<file path="src/rtl/multalu_pkg.sv">
// Shared constants for the multiply/ALU MAC: op encodings and pipeline depth.
// Small helpers decode the op field so the datapath reads in its own terms.
package multalu_pkg;

    localparam logic [1:0] OP_CADD = 2'b00;
    localparam logic [1:0] OP_CSUB = 2'b01;
    localparam logic [1:0] OP_AADD = 2'b10;
    localparam logic [1:0] OP_ASUB = 2'b11;

    localparam int MAC_LATENCY = 3;

    // op[1] selects the accumulator instead of c as the ALU base operand
    function automatic logic op_uses_acc(input logic [1:0] op);
        return op[1];
    endfunction

    function automatic logic op_is_sub(input logic [1:0] op);
        return op[0];
    endfunction

endpackage

</file>
<file path="src/rtl/multalu_mac_if.sv">
// Sample/result bundle of the MAC. The master drives the operands and the
// pipeline enable; the slave (the MAC) returns the registered result.
interface multalu_mac_if #(
    parameter int A_W   = 18,
    parameter int B_W   = 18,
    parameter int OUT_W = 54
);

    logic             ce;
    logic             in_valid;
    logic [A_W-1:0]   a;
    logic [B_W-1:0]   b;
    logic [OUT_W-1:0] c;
    logic             asign;
    logic             bsign;
    logic [1:0]       op;
    logic             out_valid;
    logic [OUT_W-1:0] dout;
    logic             ovf;

    modport master (
        output ce,
        output in_valid,
        output a,
        output b,
        output c,
        output asign,
        output bsign,
        output op,
        input  out_valid,
        input  dout,
        input  ovf
    );

    modport slave (
        input  ce,
        input  in_valid,
        input  a,
        input  b,
        input  c,
        input  asign,
        input  bsign,
        input  op,
        output out_valid,
        output dout,
        output ovf
    );

endinterface

</file>
<file path="src/rtl/multalu_sat.sv">
// Range check and optional clamp of the two-guard-bit ALU sum down to OUT_W.
// Purely combinational; the caller registers both outputs.
module multalu_sat
    import multalu_pkg::*;
#(
    parameter int OUT_W    = 54,
    parameter int SATURATE = 0
) (
    input  logic signed [OUT_W+1:0] sum_i,
    output logic        [OUT_W-1:0] dout_o,
    output logic                    ovf_o
);

    logic [OUT_W-1:0] max_val;
    logic [OUT_W-1:0] min_val;
    logic             in_range;

    always_comb begin
        max_val  = {1'b0, {(OUT_W-1){1'b1}}};
        min_val  = {1'b1, {(OUT_W-1){1'b0}}};
        // the sum fits the signed OUT_W range only if the two guard bits echo its sign
        in_range = (sum_i[OUT_W+1] == sum_i[OUT_W]) && (sum_i[OUT_W] == sum_i[OUT_W-1]);
        ovf_o    = !in_range;
        dout_o   = sum_i[OUT_W-1:0];
        if ((SATURATE != 0) && !in_range) begin
            dout_o = sum_i[OUT_W+1] ? min_val : max_val;
        end
    end

endmodule

</file>
<file path="src/rtl/multalu_mac.sv">
// Three-stage multiply-add/accumulate: S1 operand registers, S2 product
// register, S3 ALU result register that doubles as the accumulator.
module multalu_mac
    import multalu_pkg::*;
#(
    parameter int A_W      = 18,
    parameter int B_W      = 18,
    parameter int OUT_W    = 54,
    parameter int SATURATE = 0
) (
    input logic          clk,
    input logic          reset,
    multalu_mac_if.slave bus
);

    localparam int P_W = A_W + B_W + 2;
    localparam int S_W = OUT_W + 2;

    if (OUT_W < A_W + B_W) begin : g_width_check
        $error("multalu_mac: OUT_W must be at least A_W+B_W");
    end

    // valid_q[k] qualifies the data held in stage k+1
    logic valid_q [MAC_LATENCY];

    logic [A_W-1:0]   a_q;
    logic [B_W-1:0]   b_q;
    logic             asign_q;
    logic             bsign_q;
    logic [OUT_W-1:0] c1_q;
    logic [1:0]       op1_q;

    logic signed [A_W:0]   a_ext;
    logic signed [B_W:0]   b_ext;
    logic signed [P_W-1:0] prod_d;
    logic signed [P_W-1:0] prod_q;
    logic [OUT_W-1:0]      c2_q;
    logic [1:0]            op2_q;

    logic signed [S_W-1:0] p_ext;
    logic signed [S_W-1:0] base_ext;
    logic signed [S_W-1:0] sum_d;
    logic [OUT_W-1:0]      dout_d;
    logic [OUT_W-1:0]      dout_q;
    logic                  ovf_d;
    logic                  ovf_q;

    always_ff @(posedge clk) begin
        if (reset) begin
            valid_q[0] <= 1'b0;
        end else if (bus.ce) begin
            valid_q[0] <= bus.in_valid;
        end
    end

    for (genvar gi = 1; gi < MAC_LATENCY; gi++) begin : g_valid
        always_ff @(posedge clk) begin
            if (reset) begin
                valid_q[gi] <= 1'b0;
            end else if (bus.ce) begin
                valid_q[gi] <= valid_q[gi-1];
            end
        end
    end

    always_ff @(posedge clk) begin
        if (reset) begin
            a_q     <= '0;
            b_q     <= '0;
            asign_q <= 1'b0;
            bsign_q <= 1'b0;
            c1_q    <= '0;
            op1_q   <= '0;
        end else if (bus.ce) begin
            a_q     <= bus.a;
            b_q     <= bus.b;
            asign_q <= bus.asign;
            bsign_q <= bus.bsign;
            c1_q    <= bus.c;
            op1_q   <= bus.op;
        end
    end

    // one extra bit per operand lets a single signed multiply serve all sign mixes
    assign a_ext  = signed'({asign_q & a_q[A_W-1], a_q});
    assign b_ext  = signed'({bsign_q & b_q[B_W-1], b_q});
    assign prod_d = P_W'(a_ext) * P_W'(b_ext);

    always_ff @(posedge clk) begin
        if (reset) begin
            prod_q <= '0;
            c2_q   <= '0;
            op2_q  <= '0;
        end else if (bus.ce) begin
            prod_q <= prod_d;
            c2_q   <= c1_q;
            op2_q  <= op1_q;
        end
    end

    // the accumulator is read straight from the result register, so consecutive
    // accumulate samples chain without any forwarding
    always_comb begin
        p_ext    = S_W'(prod_q);
        base_ext = op_uses_acc(op2_q) ? S_W'(signed'(dout_q)) : S_W'(signed'(c2_q));
        sum_d    = op_is_sub(op2_q) ? (base_ext - p_ext) : (base_ext + p_ext);
    end

    multalu_sat #(
        .OUT_W    (OUT_W),
        .SATURATE (SATURATE)
    ) u_sat (
        .sum_i  (sum_d),
        .dout_o (dout_d),
        .ovf_o  (ovf_d)
    );

    // bubbles leave the result/accumulator untouched
    always_ff @(posedge clk) begin
        if (reset) begin
            dout_q <= '0;
            ovf_q  <= 1'b0;
        end else if (bus.ce && valid_q[MAC_LATENCY-2]) begin
            dout_q <= dout_d;
            ovf_q  <= ovf_d;
        end
    end

    assign bus.out_valid = valid_q[MAC_LATENCY-1];
    assign bus.dout      = dout_q;
    assign bus.ovf       = ovf_q;

endmodule

</file>
<file path="src/flat_wrapper.sv">
// flat-port wrapper written by rule: the top's interface ports become plain ports
module multalu_mac_flat import multalu_pkg::*;
#(
    parameter int A_W      = 18,
    parameter int B_W      = 18,
    parameter int OUT_W    = 54,
    parameter int SATURATE = 0
)
  (clk, reset, bus_ce, bus_in_valid, bus_a, bus_b, bus_c, bus_asign, bus_bsign, bus_op, bus_out_valid, bus_dout, bus_ovf);
  multalu_mac_if #(.A_W(A_W), .B_W(B_W), .OUT_W(OUT_W)) bus_i ();
  input logic clk;
  input logic reset;
  input wire logic [$bits(bus_i.ce)-1:0] bus_ce;
  input wire logic [$bits(bus_i.in_valid)-1:0] bus_in_valid;
  input wire logic [$bits(bus_i.a)-1:0] bus_a;
  input wire logic [$bits(bus_i.b)-1:0] bus_b;
  input wire logic [$bits(bus_i.c)-1:0] bus_c;
  input wire logic [$bits(bus_i.asign)-1:0] bus_asign;
  input wire logic [$bits(bus_i.bsign)-1:0] bus_bsign;
  input wire logic [$bits(bus_i.op)-1:0] bus_op;
  output wire logic [$bits(bus_i.out_valid)-1:0] bus_out_valid;
  output wire logic [$bits(bus_i.dout)-1:0] bus_dout;
  output wire logic [$bits(bus_i.ovf)-1:0] bus_ovf;
  assign bus_i.ce = bus_ce;
  assign bus_i.in_valid = bus_in_valid;
  assign bus_i.a = bus_a;
  assign bus_i.b = bus_b;
  assign bus_i.c = bus_c;
  assign bus_i.asign = bus_asign;
  assign bus_i.bsign = bus_bsign;
  assign bus_i.op = bus_op;
  assign bus_out_valid = bus_i.out_valid;
  assign bus_dout = bus_i.dout;
  assign bus_ovf = bus_i.ovf;
  multalu_mac #(.A_W(A_W), .B_W(B_W), .OUT_W(OUT_W), .SATURATE(SATURATE)) u_core (.clk(clk), .reset(reset), .bus(bus_i));
endmodule
</file>
<file path="config.mk">
export PLATFORM = sky130hd
export DESIGN_NAME = multalu_mac_flat
export DESIGN_NICKNAME = d
export VERILOG_FILES = /design/src/rtl/multalu_pkg.sv /design/src/rtl/multalu_mac_if.sv /design/src/rtl/multalu_sat.sv /design/src/rtl/multalu_mac.sv /design/src/flat_wrapper.sv
export SDC_FILE = /design/constraint.sdc
export NUM_CORES = 1
export LEC_CHECK = 0
export CORE_MARGIN = 4
export CORE_UTILIZATION = 45
export CTS_CLUSTER_DIAMETER = 100
export DETAILED_ROUTE_END_ITERATION = 10
export PLACE_DENSITY_LB_ADDON = 0.08
export SETUP_SLACK_MARGIN = 0.15
export SYNTH_ARGS = -nofsm -noshare
export SYNTH_HDL_FRONTEND = slang
export SYNTH_HIERARCHICAL = 1
export SYNTH_SLANG_ARGS = --single-unit
</file>
<file path="constraint.sdc">
create_clock -name clk -period 8.75 [get_ports clk]
set_input_delay 0.875 -clock clk [delete_from_list [all_inputs] [get_ports clk]]
set_output_delay 0.875 -clock clk [all_outputs]
set_load 0.1 [all_outputs]
</file>
==> run summary, run 1 <==
Outcome = finished, final reports clean
Worst setup path endpoint = u_core/prod_q[37]$_SDFFE_PP0P_
Remaining antenna violation count = 0
Final HPWL DP = 50,300 µm
PwrDens = 142 nW/µm²
Net count of the mapped netlist = 3,693
Starting Density = 45.7%
GRT Overall Usage = 20.1%
Largest net degree at the start of global routing = 95
Area leader, netlist = fa_1
Synth async-reset ratio = 0%
Final setup violation count = 0
Worst slew pin tran = 1.11 ns
HP Class = register to register
Number of post-CTS setup repair buffers = 0
Main synth FF type = dfxtp_1
Area growth syn-to-layout = 9.90%
GRT Residual Overflow = 0
Final period utilization = 83.7%
Yosys Warn Count = 6
CTS Buffer Depth = 3
NumNets Final = 3,682
Unique masters post-synth = 75
Final instance area = 29,800 µm²
Clock transition at the registers of the reported paths = 0.06 ns
Via count = 19,959
Worst Setup End Kind = register
GP Congestion = 0.921
Slew headroom = 25.8%
First-pass detailed-route iteration total = 5
Drt total wl = 63,500 µm
Post-synth top area share = 27.4%
Drt initial violations = 1,030
Delay-heaviest family, CP = adder cells
Max Clock Freq = 0.136 GHz
#FFs+latches synth = 246
Port bufs = 153
Min Clock Period, post-route = 7.33 ns
Unrepaired setup endpoints after global routing = no
Final slew viol count = 0
RR Startpoint = u_core/a_q[17]$_SDFFE_PP0P_
Crit. Startpoint = u_core/a_q[17]$_SDFFE_PP0P_
Post-Syn Instances = 3,056
H-tree depth = 1
Setup slack, reg-to-reg = 1.42 ns
Post-route setup TNS = 0 ns
First-pass GRT wire length = 106,000 µm
IO Pins = 154
Most instantiated cells after synthesis = inv_1 (416), fa_1 (370), nand2_1 (354)
Post-route DRC = 0
CTS tree = yes
Required @ worst endpoint = 9.19 ns
Avg Inst Size Synth = 8.86 µm²
Total power = 4.23 mW
Slowest cell on crit path = fa_1
Chip Width = 253 µm
RR Endpoint = u_core/prod_q[37]$_SDFFE_PP0P_
Clock Latency Late Sink = 0.58 ns
Die area = 64,200 µm²
Cts hold-fix bufs = 0
CTS buffer count = 30
Number of clock sinks = 246
Worst Slack Setup Final = 1.42 ns
Final Hold Vio Count = 0
Pre-CTS setup slack = 1.55 ns
Crit path max fanout = 23
Crit path cell chain = buf_4, and2_1, buf_4, nand2_1, fa_1, fa_1, fa_1, inv_1, fa_1, fa_1, fa_1, ha_1, ha_1, nand4_1, o21ai_0, a21oi_1, a21oi_2, a211oi_1, nor3_1, nor4b_1, a2111oi_0
Max cap viols = 0
# resized after CTS = 0
Vias in the first global route = 20,719
Vias per Instance = 5.20
Post-Syn Area = 27,100 µm²
Proportion of layout cells with a drive suffix above 1 = 5.08%
Kind of critical path = register to register
EDFF count, synth = 3
Skew final = 0.0140 ns
Post-DP Area = 28,700 µm²
Antenna violations before repair = 0
WP depth = 21
Row count = 89
Routed len/inst = 16.5 µm
Peak supply drop = 0.148 mV
Root buffer cell = clkbuf_16
Antenna cells = 0
Sequential fraction of the synthesis area = 18.3%
Slowest cell delay on critical path = 0.77 ns
CORE AREA = 59,200 µm²
Worst-case reg-to-reg path depth = 21
WP buf/inv = 3
Startpoint Class = register
Top cells by area, synth = fa_1 (27%), dfxtp_1 (18%), ha_1 (7.8%)
Die Y = 253 µm
Most frequent CP cell = fa_1
CP arrival = 7.77 ns
Leakage power = 14.4 nW
Top-count cell post-synth = inv_1
## tightest hold or removal path: stages (launching register included)
cell and delay, ns:
dfxtp_1 0.31, nand2_1 0.05, a21oi_1 0.05
## worst min-delay path by stage
stage / start / to / slack [ns] / cells past startpoint
after CTS: u_core/bus.ovf$_SDFFE_PP0P_ / u_core/bus.ovf$_SDFFE_PP0P_ / 0.47 / 2
final: u_core/bus.ovf$_SDFFE_PP0P_ / u_core/bus.ovf$_SDFFE_PP0P_ / 0.46 / 2
after floorplan: u_core/c2_q[10]$_SDFFE_PP0P_ / u_core/c2_q[10]$_SDFFE_PP0P_ / 0.46 / 2
after global placement: u_core/bus.ovf$_SDFFE_PP0P_ / u_core/bus.ovf$_SDFFE_PP0P_ / 0.45 / 2
after detailed placement: u_core/bus.ovf$_SDFFE_PP0P_ / u_core/bus.ovf$_SDFFE_PP0P_ / 0.45 / 2
after global routing: u_core/bus.ovf$_SDFFE_PP0P_ / u_core/bus.ovf$_SDFFE_PP0P_ / 0.49 / 2
## sequential cells by signal, indices dropped and copies added (netlist names)
name and count:
u_core/bus.dout 54, u_core/c1_q 54, u_core/c2_q 54, u_core/prod_q 38
u_core/a_q 18, u_core/b_q 18, u_core/valid_q 3, u_core/op1_q 2
u_core/op2_q 2, u_core/asign_q 1, u_core/bsign_q 1, u_core/bus.ovf 1
## through the flow
step                      hold slack, ns  util [%]  instances
after CTS                          0.467      50.2       3841
final                              0.464      50.2       3841
after global routing               0.494      50.2       3841
after floorplan                    0.456         -       3056
after detailed placement           0.454      48.5       3786
after global placement             0.452      48.5       3786
## layer usage
layer  track usage, %  routed length [µm]  vias up
li1                 -                   -     9621
met1             25.6               26800     9896
met2             36.4               32800      353
met3             2.41                2410       89
met4             4.57                1560        0
met5                0                   0        -
## report_power, final
group / total (mW) / leakage [nW] / switching [mW] / internal [mW]
combinational: 1.63 / 11.9 / 0.965 / 0.662
sequential: 1.31 / 2.02 / 0.109 / 1.20
clock: 1.30 / 0.507 / 0.510 / 0.789
total: 4.23 / 14.4 / 1.58 / 2.65
## layout by cell type (no fill, tap or decap), types with 14 or more instances in the layout
master	count
o21ai_0	40
a21o_1	49
fa_1	370
nand2b_1	14
ha_1	169
a21oi_1	169
nor2_1	278
clkbuf_16	31
mux2_2	53
mux2i_1	182
nand2_1	353
xor2_1	23
buf_4	21
clkdlybuf4s50_1	151
and2_1	152
xnor2_1	102
dfxtp_1	241
nor3_1	25
nand3_1	14
a211oi_1	17
inv_1	416
## cell families after synthesis
| group | synth area share, % |
|---|---|
| adders and majority gates | 35.2 |
| xor gates and xnor gates | 4.04 |
| buffers and inverters | 9.57 |
| AOI/OAI and AO/OA | 8.81 |
| DFF | 18.3 |
| and+or+nand+nor | 15.1 |
| muxes | 9.01 |
## final cells by class
type	instances	area, µm²
inverter	416	1560
sequential	246	4960
tap	773	967
clock buffer	43	881
multi-input combinational	2177	19500
fill	5609	29500
clock inverter	12	158
timing repair buffer	174	1700
Power figures use the tool's default switching activity.
==> run 2: changes to the inputs <==
Clock period 8.75 ns to 6.5 ns, I/O delays scaled along.
==> run 2 against run 1 <==
Effect of this change:
- die area unchanged
- design area rose by 5.3%
- hold slack better by 0.00073 ns
- clock skew up 0.014 ns
- critical endpoint unchanged
- sequential power increased by 31%
- total power up 43%
==> run summary, run 2 (synthesized netlist as in run 1, its figures left out) <==
Clock Latency Late Sink = 0.55 ns
Final instance area = 31,300 µm²
Min Clock Period, post-route = 6.42 ns
GRT Residual Overflow = 0
Port bufs = 153
Final HPWL DP = 52,600 µm
NumNets Final = 3,795
Pre-CTS setup slack = -0.176 ns
Final period utilization = 98.7%
CTS Buffer Depth = 3
Max cap viols = 0
Worst Setup End Kind = register
Most common cell after layout, fill and taps aside = inv_1
Proportion of layout cells with a drive suffix above 1 = 11.5%
Chip Width = 253 µm
Worst slew pin tran = 1.12 ns
Most frequent cells in the layout = inv_1 (407), fa_1 (359), nand2_1 (350)
Drt initial violations = 891
Vias in the first global route = 20,810
Unrepaired setup endpoints after global routing = yes
Largest net degree at the start of global routing = 118
Hold slack final = 0.465 ns
Remaining antenna violation count = 0
Final setup violation count = 0
Total power = 6.04 mW
Outcome = finished, final reports clean
Drt total wl = 65,800 µm
Worst hold start = u_core/bus.ovf$_SDFFE_PP0P_
Fin util = 52.9%
GRT Overall Usage = 20.5%
First-pass GRT wire length = 107,000 µm
Post-DP Area = 29,500 µm²
Peak supply drop = 0.181 mV
CTS tree = yes
Starting Density = 45.7%
Routed len/inst = 16.6 µm
Final Hold Vio Count = 0
Via count = 20,378
IO Pins = 154
Skew final = 0.0275 ns
HP Class = register to register
CTS buffer count = 34
Kind of critical path = register to register
Startpoint Class = register
CORE AREA = 59,200 µm²
RR Startpoint = u_core/b_q[4]$_SDFFE_PP0P_
PwrDens = 193 nW/µm²
Area growth syn-to-layout = 15.7%
Antenna cells = 0
Leakage power = 15.1 nW
Crit. Startpoint = u_core/b_q[4]$_SDFFE_PP0P_
Slew headroom = 25.1%
Max Clock Freq = 0.156 GHz
Die area = 64,200 µm²
GP Congestion = 0.887
Number of clock sinks = 246
First-pass detailed-route iteration total = 5
Vias per Instance = 5.15
Cts hold-fix bufs = 0
H-tree depth = 2
Root buffer cell = clkbuf_16
Final slew viol count = 0
Setup slack, reg-to-reg = 0.08 ns
Post-route DRC = 0
Required @ worst endpoint = 6.91 ns
Row count = 89
Clock transition at the registers of the reported paths = 0.06 ns
Worst Slack Setup Final = 0.0850 ns
Crit path max fanout = 4
CP arrival = 6.82 ns
Antenna violations before repair = 2
Die Y = 253 µm
## run 2: changes by cell type in the layout (fill, tap and decap cells not counted), moves of 9 or more
| cell | previous run | this run |
|---|---|---|
| a21oi_1 | 169 | 159 |
| buf_12 | 0 | 12 |
| buf_4 | 21 | 95 |
| buf_6 | 0 | 18 |
| dfxtp_1 | 241 | 216 |
| dfxtp_2 | 2 | 23 |
| fa_1 | 370 | 359 |
| fa_2 | 0 | 11 |
| inv_1 | 416 | 407 |
| inv_2 | 0 | 9 |
## run 2: path summary, 6_finish.rpt
check / endpoint / cells after the start
hold reg to reg: u_core/bus.ovf$_SDFFE_PP0P_ / 2
hold / removal: u_core/bus.ovf$_SDFFE_PP0P_ / 2
setup reg to reg: u_core/prod_q[37]$_SDFFE_PP0P_ / 26
setup / recovery: u_core/prod_q[37]$_SDFFE_PP0P_ / 26
## run 2: final cells by class
type / count / area, µm²
clock inverter: 18 / 204
multi-input combinational: 2177 / 19900
inverter: 416 / 1560
clock buffer: 41 / 928
tap: 773 / 967
fill: 5526 / 27900
timing repair buffer: 283 / 2770
sequential: 246 / 5000
## run 2: power by group
group	switching, mW	total, mW	internal (mW)
Sequential	0.101	1.72	1.61
Clock	0.752	1.90	1.15
Combinational	1.41	2.42	1.02
Total	2.26	6.04	3.78
## run 2: critical path: stages (launching register included)
cell and delay [ns]:
dfxtp_2 0.32, and2_4 0.15, fa_1 0.54, inv_2 0.04
fa_1 0.55, inv_2 0.05, fa_1 0.53, inv_1 0.05
fa_1 0.47, inv_1 0.05, fa_1 0.56, inv_2 0.05
fa_1 0.49, inv_2 0.05, ha_4 0.24, ha_4 0.28
o21ai_1 0.07, a21oi_2 0.17, o21ai_4 0.10, o31ai_4 0.31
a21oi_2 0.09, buf_4 0.15, a21oi_4 0.22, a211oi_2 0.11
nor3_2 0.21, nor4b_1 0.07, a2111oi_0 0.36
## run 2: metal layers
metal  part of all wire [%]  vias to the layer above  track usage (%)
li1                       -                     9841                -
met1                     43                    10129             26.6
met2                     52                      315             36.7
met3                    3.4                       93             2.49
met4                    2.4                        0             5.00
met5                      0                        -                0
## run 2: what timing repair did
item / in CTS / in global routing
cloned: 0 / 0
setup endpoints to repair: 15 / 15
gates resized for setup: 46 / 106
setup buffers: 8 / 9
pin swaps: 32 / 50
## run 2: per-stage QoR
| step | setup TNS (ns) | std cells |
|---|---|---|
| after CTS | 0 | 3945 |
| after global placement | -0.194 | 3878 |
| final | 0 | 3954 |
| after floorplan | 0 | 3056 |
| after detailed placement | -0.829 | 3878 |
| after global routing | -0.186 | 3954 |
==> run 3: changes to the inputs <==
Settings changed: SLEW_MARGIN from default to 25.
==> run 3 against run 2 <==
Effect of this change:
- first-iteration DRC count is 4.0% higher
- sequential cell count stayed put
- clock skew hardly changed
- routed wire length is 0.41% higher
- combinational power hardly changed
- via count is 0.37% higher
- die area stayed put
- critical path depth stayed put
- design area is 0.37% higher
- hold slack hardly changed
- sequential power hardly changed
==> run summary, run 3 (synthesized netlist as in run 1, its figures left out) <==
Outcome = finished, final reports clean
CTS Buffer Depth = 3
Chip Width = 253 µm
Die area = 64,200 µm²
Worst-case reg-to-reg path depth = 26
Layout filler cell count = 5,517
Switching power = 2.26 mW
Unrepaired setup endpoints after global routing = yes
Drt total wl = 66,100 µm
IO Pins = 154
Final period utilization = 98.4%
Clock transition at the registers of the reported paths = 0.06 ns
Slew headroom = 31.4%
First-pass GRT wire length = 107,000 µm
CORE AREA = 59,200 µm²
H-tree depth = 2
Skew final = 0.0270 ns
Die Y = 253 µm
Remaining antenna violation count = 0
Startpoint Class = register
RR Endpoint = u_core/prod_q[37]$_SDFFE_PP0P_
Crit. Startpoint = u_core/b_q[4]$_SDFFE_PP0P_
Register area = 5000 µm²
Final slew viol count = 0
Reg power frac = 28.3%
Final cell count without fillers = 3,966
Internal = 3.80 mW
CTS buffer count = 34
Port bufs = 153
GRT Overall Usage = 20.5%
Proportion of layout cells with a drive suffix above 1 = 12.0%
Min Clock Period, post-route = 6.39 ns
Comb pwr share = 40.4%
Vias per Instance = 5.16
Pre-CTS setup slack = -0.176 ns
Antenna cells = 0
Root buffer cell = clkbuf_16
Row count = 89
Kind of critical path = register to register
HP Class = register to register
Starting Density = 45.7%
Peak supply drop = 0.181 mV
Crit path max fanout = 4
Placed cell count = 3,878
Max cap viols = 0
Clock Latency Late Sink = 0.55 ns
Setup slack, reg-to-reg = 0.11 ns
Most frequent cells in the layout = inv_1 (407), fa_1 (359), nand2_1 (350)
Post-route DRC = 0
Required @ worst endpoint = 6.91 ns
Leakage power = 15.2 nW
Final Hold Vio Count = 0
Total power = 6.06 mW
Max Clock Freq = 0.156 GHz
Worst Slack Setup Final = 0.106 ns
Hold slack final = 0.465 ns
Post-route setup TNS = 0 ns
NumNets Final = 3,807
Worst Setup End Kind = register
Multi-input logic area = 19,900 µm²
Most common cell after layout, fill and taps aside = inv_1
GP Congestion = 0.887
Drt initial violations = 927
Switching fraction of total power = 37.3%
Final setup violation count = 0
Largest net degree at the start of global routing = 118
Worst setup path endpoint = u_core/prod_q[37]$_SDFFE_PP0P_
CP arrival = 6.80 ns
Clock group share of total power = 31.3%
RR Startpoint = u_core/b_q[4]$_SDFFE_PP0P_
Vias in the first global route = 20,810
Final HPWL DP = 52,600 µm
CTS tree = yes
PwrDens = 193 nW/µm²
Antenna violations before repair = 2
First-pass detailed-route iteration total = 6
Worst slew pin tran = 1.03 ns
Via count = 20,454
Area growth syn-to-layout = 16.2%
GRT Residual Overflow = 0
Number of clock sinks = 246
Routed len/inst = 16.7 µm
-- run 3: layer usage --
metal  vias to the layer above  global-route usage, %  routed length (µm)
li1                       9875                      -                   -
met1                     10156                   26.6               28000
met2                       331                   36.7               34100
met3                        92                   2.49                2400
met4                         0                   5.00                1590
met5                         -                      0                   0
-- run 3: layout make-up --
class                      count  area share (%)
sequential                   246            15.9
tap                          773            3.07
inverter                     416            4.96
clock inverter                18           0.648
multi-input combinational   2177            63.3
clock buffer                  41            2.95
timing repair buffer         295            9.12
-- run 3: critical path: stages (launching register included) --
cell and delay (ns):
dfxtp_2 0.32, and2_4 0.15, fa_1 0.54, inv_2 0.04
fa_1 0.55, inv_2 0.05, fa_1 0.53, inv_1 0.05
fa_1 0.47, inv_1 0.05, fa_1 0.56, inv_2 0.05
fa_1 0.49, inv_2 0.05, ha_4 0.24, ha_4 0.28
o21ai_1 0.07, a21oi_2 0.17, o21ai_4 0.10, o31ai_4 0.31
a21oi_2 0.09, buf_4 0.15, a21oi_4 0.21, a211oi_2 0.11
nor3_2 0.21, nor4b_1 0.07, a2111oi_0 0.36
-- run 3: power by group through the flow --
stage	Combinational, mW	Clock, mW	Sequential (mW)
floorplan	1.81	0	1.87
global placement	2.32	0	1.74
detailed placement	2.35	0	1.75
CTS	2.39	1.97	1.72
global route	2.72	2.01	1.73
finish	2.45	1.90	1.72
-- run 3: metrics by stage --
step	util (%)	instance area, µm²
final	53.1	31500
after global routing	53.1	31500
after CTS	52.1	30900
after detailed placement	49.8	29500
after global placement	49.8	29500
after floorplan	-	27100
-- run 3: worst min path at each step --
stage,cells after the start,endpoint,slack (ns),start
6_report,2,u_core/bus.ovf$_SDFFE_PP0P_,0.46,u_core/bus.ovf$_SDFFE_PP0P_
5_1_grt,2,u_core/bus.dout[47]$_SDFFE_PP0P_,0.49,u_core/bus.dout[47]$_SDFFE_PP0P_
4_1_cts,2,u_core/bus.ovf$_SDFFE_PP0P_,0.47,u_core/bus.ovf$_SDFFE_PP0P_
3_5_place_dp,2,u_core/bus.ovf$_SDFFE_PP0P_,0.46,u_core/bus.ovf$_SDFFE_PP0P_
3_3_place_gp,2,u_core/bus.ovf$_SDFFE_PP0P_,0.45,u_core/bus.ovf$_SDFFE_PP0P_
2_1_floorplan,2,u_core/c2_q[10]$_SDFFE_PP0P_,0.46,u_core/c2_q[10]$_SDFFE_PP0P_
-- run 3: repair_timing --
item / CTS / global route
hold buffers: 0 / 0
endpoints found under the setup margin: 15 / 15
resized for setup: 46 / 111
pin swaps: 32 / 55
buffers inserted: 8 / 21
